[config.mk]
export PLATFORM = sky130hd
export DESIGN_NAME = micro_sequencer
export DESIGN_NICKNAME = d
export VERILOG_FILES = /design/src/rtl/micro_sequencer.sv
export SDC_FILE = /design/constraint.sdc
export NUM_CORES = 1
export LEC_CHECK = 0
export ABC_AREA = 0
export BUFFER_PORTS_ARGS = -buffer_cell sky130_fd_sc_hd__buf_2
export CAP_MARGIN = 20
export CORE_AREA = 2 2 43 45
export DETAILED_ROUTE_END_ITERATION = 10
export DIE_AREA = 0 0 45 47
export PLACE_DENSITY = 0.78
export SLEW_MARGIN = 25
export SYNTH_ARGS = -nofsm -noshare
export SYNTH_HDL_FRONTEND = slang
export SYNTH_SLANG_ARGS = --single-unit
[constraint.sdc]
create_clock -name clk_i -period 3.38 [get_ports clk_i]
set_clock_uncertainty 0.1 [all_clocks]
set_input_delay 0 -clock clk_i [delete_from_list [all_inputs] [get_ports clk_i]]
set_output_delay 0 -clock clk_i [all_outputs]
set_load 0.05 [all_outputs]
[src/rtl/micro_sequencer.sv]
// Microinstruction sequencer: owns the T-state counter, issues the fixed fetch words at T0/T1,
// forwards microcode ROM words for T2..T7, and gates issue on stall / single-step.
module micro_sequencer #(
  parameter int unsigned OPW    = 8,
  parameter logic [15:0] FETCH0 = 16'h8040,
  parameter logic [15:0] FETCH1 = 16'hB480,
  parameter logic [15:0] NOP    = 16'h8000
) (
  input  logic           clk_i,
  input  logic           reset_bar_i,
  input  logic [OPW-1:0] opcode_i,
  input  logic [15:0]    rom_data_i,
  input  logic           stall_i,
  input  logic           single_step_i,
  input  logic           step_i,
  output logic [15:0]    uinstr_o,
  output logic [OPW+2:0] rom_addr_o,
  output logic [2:0]     tstate_o,
  output logic           instr_done_o
);

  typedef enum logic [0:0] {StBoot, StRun} state_e;

  state_e      state_q, state_d;
  logic [2:0]  tstate_q, tstate_d;
  logic        step_q;

  logic        step_edge;
  logic        advance;
  logic [15:0] word;
  logic        rt;
  logic        last;

  // State register: FSM state, T-state counter and step history.
  always_ff @(posedge clk_i or negedge reset_bar_i) begin
    if (!reset_bar_i) begin
      state_q  <= StBoot;
      tstate_q <= 3'd0;
      step_q   <= 1'b0;
    end else begin
      state_q  <= state_d;
      tstate_q <= tstate_d;
      step_q   <= step_i;
    end
  end

  // Issue qualification and word selection for the current T-state.
  always_comb begin
    step_edge = step_i & ~step_q;
    advance   = (state_q == StRun) & ~stall_i & (~single_step_i | step_edge);
    unique case (tstate_q)
      3'd0:    word = FETCH0;
      3'd1:    word = FETCH1;
      default: word = rom_data_i;
    endcase
    // RT is only meaningful in ROM words; fetch words never carry it.
    rt   = (tstate_q > 3'd1) & word[15] & word[11];
    last = rt | (tstate_q == 3'd7);
  end

  // Next-state: BOOT lasts one clock; T-state moves only on an issued word.
  always_comb begin
    state_d  = state_q;
    tstate_d = tstate_q;
    unique case (state_q)
      StBoot:  state_d = StRun;
      StRun:   state_d = StRun;
      default: state_d = StBoot;
    endcase
    if (advance) begin
      tstate_d = last ? 3'd0 : tstate_q + 3'd1;
    end
  end

  // Outputs: a held cycle issues NOP so side effects are never repeated.
  always_comb begin
    uinstr_o     = advance ? word : NOP;
    instr_done_o = advance & last;
    rom_addr_o   = {opcode_i, tstate_q};
    tstate_o     = tstate_q;
  end

endmodule

Word level (Yosys, flattened, before mapping)
Index checks and enable logic that the tools add are counted.

storage, ports and cells
  input port bits = 29
  register bits = 5

cells by class
  reductions and logical operators = 1
  muxes and demuxes = 3
  eq/ne operators = 2
  add/sub/neg operators = 1
  bitwise logic cells = 11
  order comparisons = 1

operators with widths
  cell                   number
  $pmux W16 S2           1
  $mux W16               1
  $and A1 B1 Y1          6
  $add A3 B1 Y3 const B  1
  $eq A3 B1 Y1 const B   1
  $eq A3 B3 Y1 const B   1
  $gt A3 B1 Y1 const B   1
  $logic_not A3 Y1       1
  $mux W3                1
  $not A1 Y1             3
  $or A1 B1 Y1           2

Depth between registers and ports, before layout
Gate-level depths: netlist of the first run.

  depth after elaboration = 6
  depth in mapped cells = 5

Least setup slack after synthesis of the first run
OpenSTA, ideal clock, no wires.

  path type = register -> output
  from = register tstate_q[1], in the netlist tstate_o[1]
  to = output port uinstr_o[10]
  required time = 3.280 ns
  path buffers = 1
  arrival time = 1.872 ns
  cell stages (with the launch flop) = 6
  slack = 1.408 ns
  path through = dfrtp_1 buf_2 inv_1 ha_1 nand2_1 a21oi_1

on the way
  cells in the longest elaborated chain, start to end = 3

RTL lines
  element                                                  line  RTL
  from (decl)                                              25    logic [2:0] tstate_q, tstate_d;
  from (signal assigned)                                   42    tstate_q <= tstate_d;
  $eq A3 B1 Y1 / $logic_not A3 Y1 (equally long branches)  51    unique case (tstate_q)
  $pmux W16 S2 *                                           51
  $mux W16 *                                               77    uinstr_o = advance ? word : NOP;
  to (decl)                                                16    output logic [15:0] uinstr_o,

Mark *: on every way between the ends. The rest lies on a longest branch, timed or not.

Worst setup path after layout of the first run
  from = register tstate_q[1], in the netlist tstate_o[1]
  to = output port uinstr_o[1]

Same word-level chain as after synthesis.

==> results of run 1 <==
[power by group]
group	internal, mW	switching, mW	total, mW	leakage (nW)
logic	0.113	0.295	0.408	0.385
clock network	0.0445	0.0222	0.0667	0.0150
registers	0.0794	0.0435	0.123	0.0600
[layer usage]
layer / up-vias / track usage / wire length, microns
li1: 287 / - / -
met1: 243 / 0.112 / 476
met2: 35 / 0.254 / 712
met3: 2 / 0.0423 / 145
met4: 0 / 0.0706 / 7
met5: - / 0 / 0
[cell families after synthesis]
family | synth area share
other cells | 0.00699
fa+ha+maj | 0.0932
buf+inv | 0.212
mux | 0.0629
compound gates | 0.149
flops | 0.233
simple gates | 0.242
[how the worst min path moves through the flow]
stage / cells after the start / end / slack [ns] / from
2_1_floorplan: 0 / state_q / -0.40 / reset_bar_i
4_1_cts: 4 / tstate_o[0] / 0.21 / rom_data_i[15]
3_3_place_gp: 1 / tstate_o[0] / -0.28 / reset_bar_i
3_5_place_dp: 1 / tstate_o[0] / -0.28 / reset_bar_i
6_report: 4 / tstate_o[0] / 0.21 / rom_data_i[15]
5_1_grt: 4 / tstate_o[0] / 0.26 / rom_data_i[15]
[layout by cell type (no fill, tap or decap), drive strengths merged]
cell type	instances
a211oi	1
a21o	1
a21oi	5
and2	10
buf	43
clkbuf	4
conb	1
dfrtp	5
dlygate4sd3	12
ha	4
inv	2
mux2	3
nand2	2
nand2b	3
nor2	3
nor3	1
nor3b	2
o211a	1
o21ai	5
[flip-flops by register name, indices dropped and copies added, names as in the netlist]
name / flops
state_q: 1
step_q: 1
tstate_o: 3
[area by class of cell]
type	instances	area (sq um)
inverters	2	7.51
flip-flops and latches	5	125
multi-input cells	42	298
clock buffers	4	26.3
repair buffers	55	335
fillers	172	838
well taps	17	21.3
[critical path, delay by kind of cell, from the launching register on]
kind / cells / cell delay [ns]
flip-flops: 1 / 0.51
AO/OA/AOI/OAI: 1 / 0.47
AND/OR/NAND/NOR: 2 / 0.30
buffers and inverters: 1 / 0.26
[per-stage QoR]
step | hold slack, ns | setup WS (ns)
floorplan | -0.396 | 1.41
global route | 0.260 | 1.32
detailed placement | -0.279 | 1.73
finish | 0.212 | 1.50
CTS | 0.214 | 1.46
global placement | -0.285 | 1.81
==> metrics.txt, run 1 <==
# resized after CTS 0; Iteration-0 DRC Markers 1; Synth area leader dfrtp_1; clock sink count 5; CP Launch Type register; wire per inst 10.7 microns; Crit. Startpoint tstate_o[1]; CTS tree yes; clk slew on worst S/H paths 0.04 ns; Cell variety after synth 21; port bufs 43; Cells after Synth 63; ys async rst share 1.00; crit path to uinstr_o[1]; CP Capture Type output port; Register-to-Register Path Depth 4; Net count, final 142; outcome completed; synth warn 0; Area contributors post-synth dfrtp_1 (23%), buf_4 (17%), and2_1 (12%); worst slew pin tran around 0.50 ns; Post-synth EDFFs 0; TNS Setup 0 ns; cts hold-fix bufs 12; peak supply drop about 0.00030 V; total grt overflow 0; vias post-DR 567; via/cell ratio ~4.5; Core Util, Final 0.492; initial core utilization 0.325; syn_area_per_cell ~8.5 sq um; CTS max path bufs 2; final instance area 813 sq um; initial antenna violation count 0; Final min period approximately 1.9 ns; Final Hold Fails 0; R2R Path Start tstate_o[1]; Yosys top cell area share 0.233; most numerous cell in the Yosys netlist buf_4; first-pass detailed-route iteration total 2; unrepaired setup endpoints after global routing false; Setup violations, final 0; Final Non-Filler Cells 125; Root Driver clkbuf_4; RD Place Congestion around 0.66; Mapped Nets 96; WP data required 3.28 ns; Setup CP Type reg2out; Rows 15; # diodes 0; Skew-Pair Late Insertion Delay 0.24 ns; vias in the first global route between 400 and 500; area of the mapped netlist approximately 540 sq um; P per Cell Area 734 nW/um^2; FF-to-FF setup slack 1.78 ns; GR Util All Layers 0.128; crit path cell chain nor2_2 -> a211oi_2 -> and2_1 -> buf_2; postcts setup bufs 0; critical path arrival 1.78 ns; largest net degree at the start of global routing 13; most frequent cells after synthesis buf_4 (12), and2_1 (10), a21oi_1 (5), dfrtp_1 (5), o21ai_0 (5); Detail Route Antenna Nets 0; Leakage Power 0.460 nW; Die Span Y 47 microns; Peak Freq 0.531 GHz; Area growth, synth to finish 51.5%; final slew viol count 0; Clock H-tree levels 1; # Max-Cap Violations 0; placed inst area 667 sq um; cts bufs inserted 3; Synth Flop Type dfrtp_1; wirelength, routed ~1300 microns; Tot Pwr 0.597 mW; Min-Delay Path Class in2reg; Worst path max stage delay 0.51 ns; r2r endpoint tstate_o[2]; die width between 40 and 50 microns; die area between 2000 and 2500 sq um; Seq/Total Area, Yosys 0.233; Max-slew headroom 0.663; placed insts 109; dpl hpwl around 1100 microns; CP Max Fanout 12; first-pass GRT wire length 1930 microns; Remaining DRCs 0; Slowest-stage cell, CP dfrtp_1; core area 1650 sq um; layout cells sized above 1 0.454; IO Pins 60; number of synthesized register bits 5; fin crit share 0.557
No activity file was read; power rests on OpenSTA's default activity.
==> inputs of run 2 (changes only) <==
CORE_AREA = 2 2 44 46   (was 2 2 43 45)
DIE_AREA = 0 0 46 48   (was 0 0 45 47)
PLACE_DENSITY = 0.75   (was 0.78)
clock period = 1.8 ns   (was 3.38 ns; I/O delays follow)
==> metrics.txt, run 2 (synthesized netlist as in run 1, its figures left out) <==
Clock H-tree levels 1 (unchanged); Gate power share 0.677 (was 0.683); WP data required 1.70 ns (was 3.28 ns); P per Cell Area 1410 nW/um^2 (was 734 nW/um^2); CTS tree yes (unchanged); postcts setup bufs 0 (unchanged); Final Hold Fails 0 (unchanged); Sw Share 0.608 (was 0.604); Tot Pwr 1.16 mW (was 0.597 mW); Worst Setup Slack, final 0.119 ns (was 1.50 ns); final slew viol count 0 (unchanged); Max-slew headroom 0.665 (was 0.663); wire per inst 11.3 microns (was 10.7 microns); vias post-DR 549 (was 567); unrepaired setup endpoints after global routing false (unchanged); # diodes 0 (unchanged); GR Util All Layers 0.129 (was 0.128); Leakage Power 0.453 nW (was 0.460 nW); CTS max path bufs 2 (unchanged); Die Span Y 48 microns (was 47 microns); internal power 0.453 mW (was 0.237 mW); commonest non-fill, non-tap cells in the layout buf_2 (43), dlygate4sd3_1 (11), and2_1 (10) (was buf_2 (43), dlygate4sd3_1 (12), and2_1 (10)); wirelength, routed 1400 microns (was 1340 microns); vias in the first global route 523 (was 495); Setup CP Type reg2out (unchanged); dpl hpwl 1060 microns (was 1070 microns); layout cells sized above 1 0.495 (was 0.454); cts bufs inserted 3 (unchanged); Area growth, synth to finish 52.7% (was 51.5%); RD Place Congestion 0.719 (was 0.660); placed insts 109 (unchanged); post-place setup slack 0.156 ns (was 1.73 ns); die width 46 microns (was 45 microns); port bufs 43 (unchanged); largest net degree at the start of global routing 13 (unchanged); die area 2210 sq um (was 2120 sq um); critical path arrival 1.58 ns (was 1.78 ns); Root Driver clkbuf_4 (unchanged); Setup violations, final 0 (unchanged); peak supply drop 0.00105 V (was 0.000301 V); initial core utilization 0.318 (was 0.325); max reg flops 3 (unchanged); CP Launch Type register (unchanged); FF-to-FF setup slack 0.22 ns (was 1.78 ns); outcome completed (unchanged); IO Pins 60 (unchanged); # Max-Cap Violations 0 (unchanged); Net count, final 141 (was 142); worst slew pin tran 0.501 ns (was 0.504 ns); Core Util, Final 0.485 (was 0.492); # fillers 171 (was 172); CP Capture Type output port (unchanged); Final Non-Filler Cells 124 (was 125); most common cell after layout, fill and taps aside buf_2 (unchanged); clk slew on worst S/H paths 0.05 ns (was 0.04 ns); Remaining DRCs 0 (unchanged); initial antenna violation count 0 (unchanged); Peak Freq 0.595 GHz; sequential share of power 0.210 (was 0.206); Skew-Pair Late Insertion Delay 0.24 ns (about the same); sw power 0.703 mW (was 0.361 mW); clock power share 0.114 (was 0.112); fin crit share 0.934; CP Max Fanout 12 (unchanged); WHS 0.217 ns (was 0.212 ns); total grt overflow 0 (unchanged); Rows 15 (unchanged); first-pass detailed-route iteration total 4 (was 2); via/cell ratio 4.43 (was 4.54); core area 1690 sq um (was 1650 sq um); Detail Route Antenna Nets 0 (unchanged); clock sink count 5 (unchanged); Min-Delay Path Class in2reg (unchanged); first-pass GRT wire length 2100 microns (was 1930 microns); Iteration-0 DRC Markers 5 (was 1); Final min period 1.68 ns
[run 2: routing by layer]
layer  track usage  vias up  share of wire
li1              -      282              -
met1         0.152      237           0.42
met2         0.233       30           0.51
met3        0.0340        0          0.068
met4        0.0343        0              0
met5             0        -              0
[run 2: cell type report]
type                       instances  area, sq um  area share
timing repair buffer              54          325       0.397
clock buffer                       4         26.3      0.0321
tap                               17         21.3      0.0260
multi-input combinational         42          312       0.380
sequential                         5          128       0.156
inverter                           2         7.51     0.00916
[run 2: power by group through the flow]
stage | Sequential (mW) | Clock (mW) | Combinational, mW
floorplan | 0.326 | 0 | 0.570
global placement | 0.233 | 0 | 0.721
detailed placement | 0.243 | 0 | 0.726
CTS | 0.244 | 0.137 | 0.790
global route | 0.259 | 0.140 | 0.835
finish | 0.242 | 0.131 | 0.782
[run 2: final timing paths]
check | endpoint | startpoint | cells past startpoint
worst max-delay path | uinstr_o[2] | tstate_o[1] | 4
worst min-delay path | tstate_o[0] | rom_data_i[15] | 4
worst max register to register | tstate_o[2] | tstate_o[1] | 4
worst min register to register | tstate_o[0] | tstate_o[0] | 1
max in group asynchronous | tstate_o[1] | reset_bar_i | 3
min in group asynchronous | tstate_o[0] | reset_bar_i | 3
[run 2: what timing repair did]
action / in CTS / in global routing
hold buffers: 11 / 0
gates resized for setup: 2 / 0
endpoints found under the hold margin: 14 / 0
endpoints found under the setup margin: 10 / 10
pin swaps: 0 / 1
[run 2: critical path, stage by stage (launching register included)]
cell and delay, ns:
dfrtp_2 0.47, nor2_2 0.10, a211oi_4 0.32, and2_1 0.19, buf_2 0.26
[run 2: through the flow]
step                      TNS [ns]  instance area [sq um]
after floorplan             -0.328                    544
after global placement           0                    674
after detailed placement         0                    674
after CTS                        0                    820
after global routing             0                    820
final                            0                    820
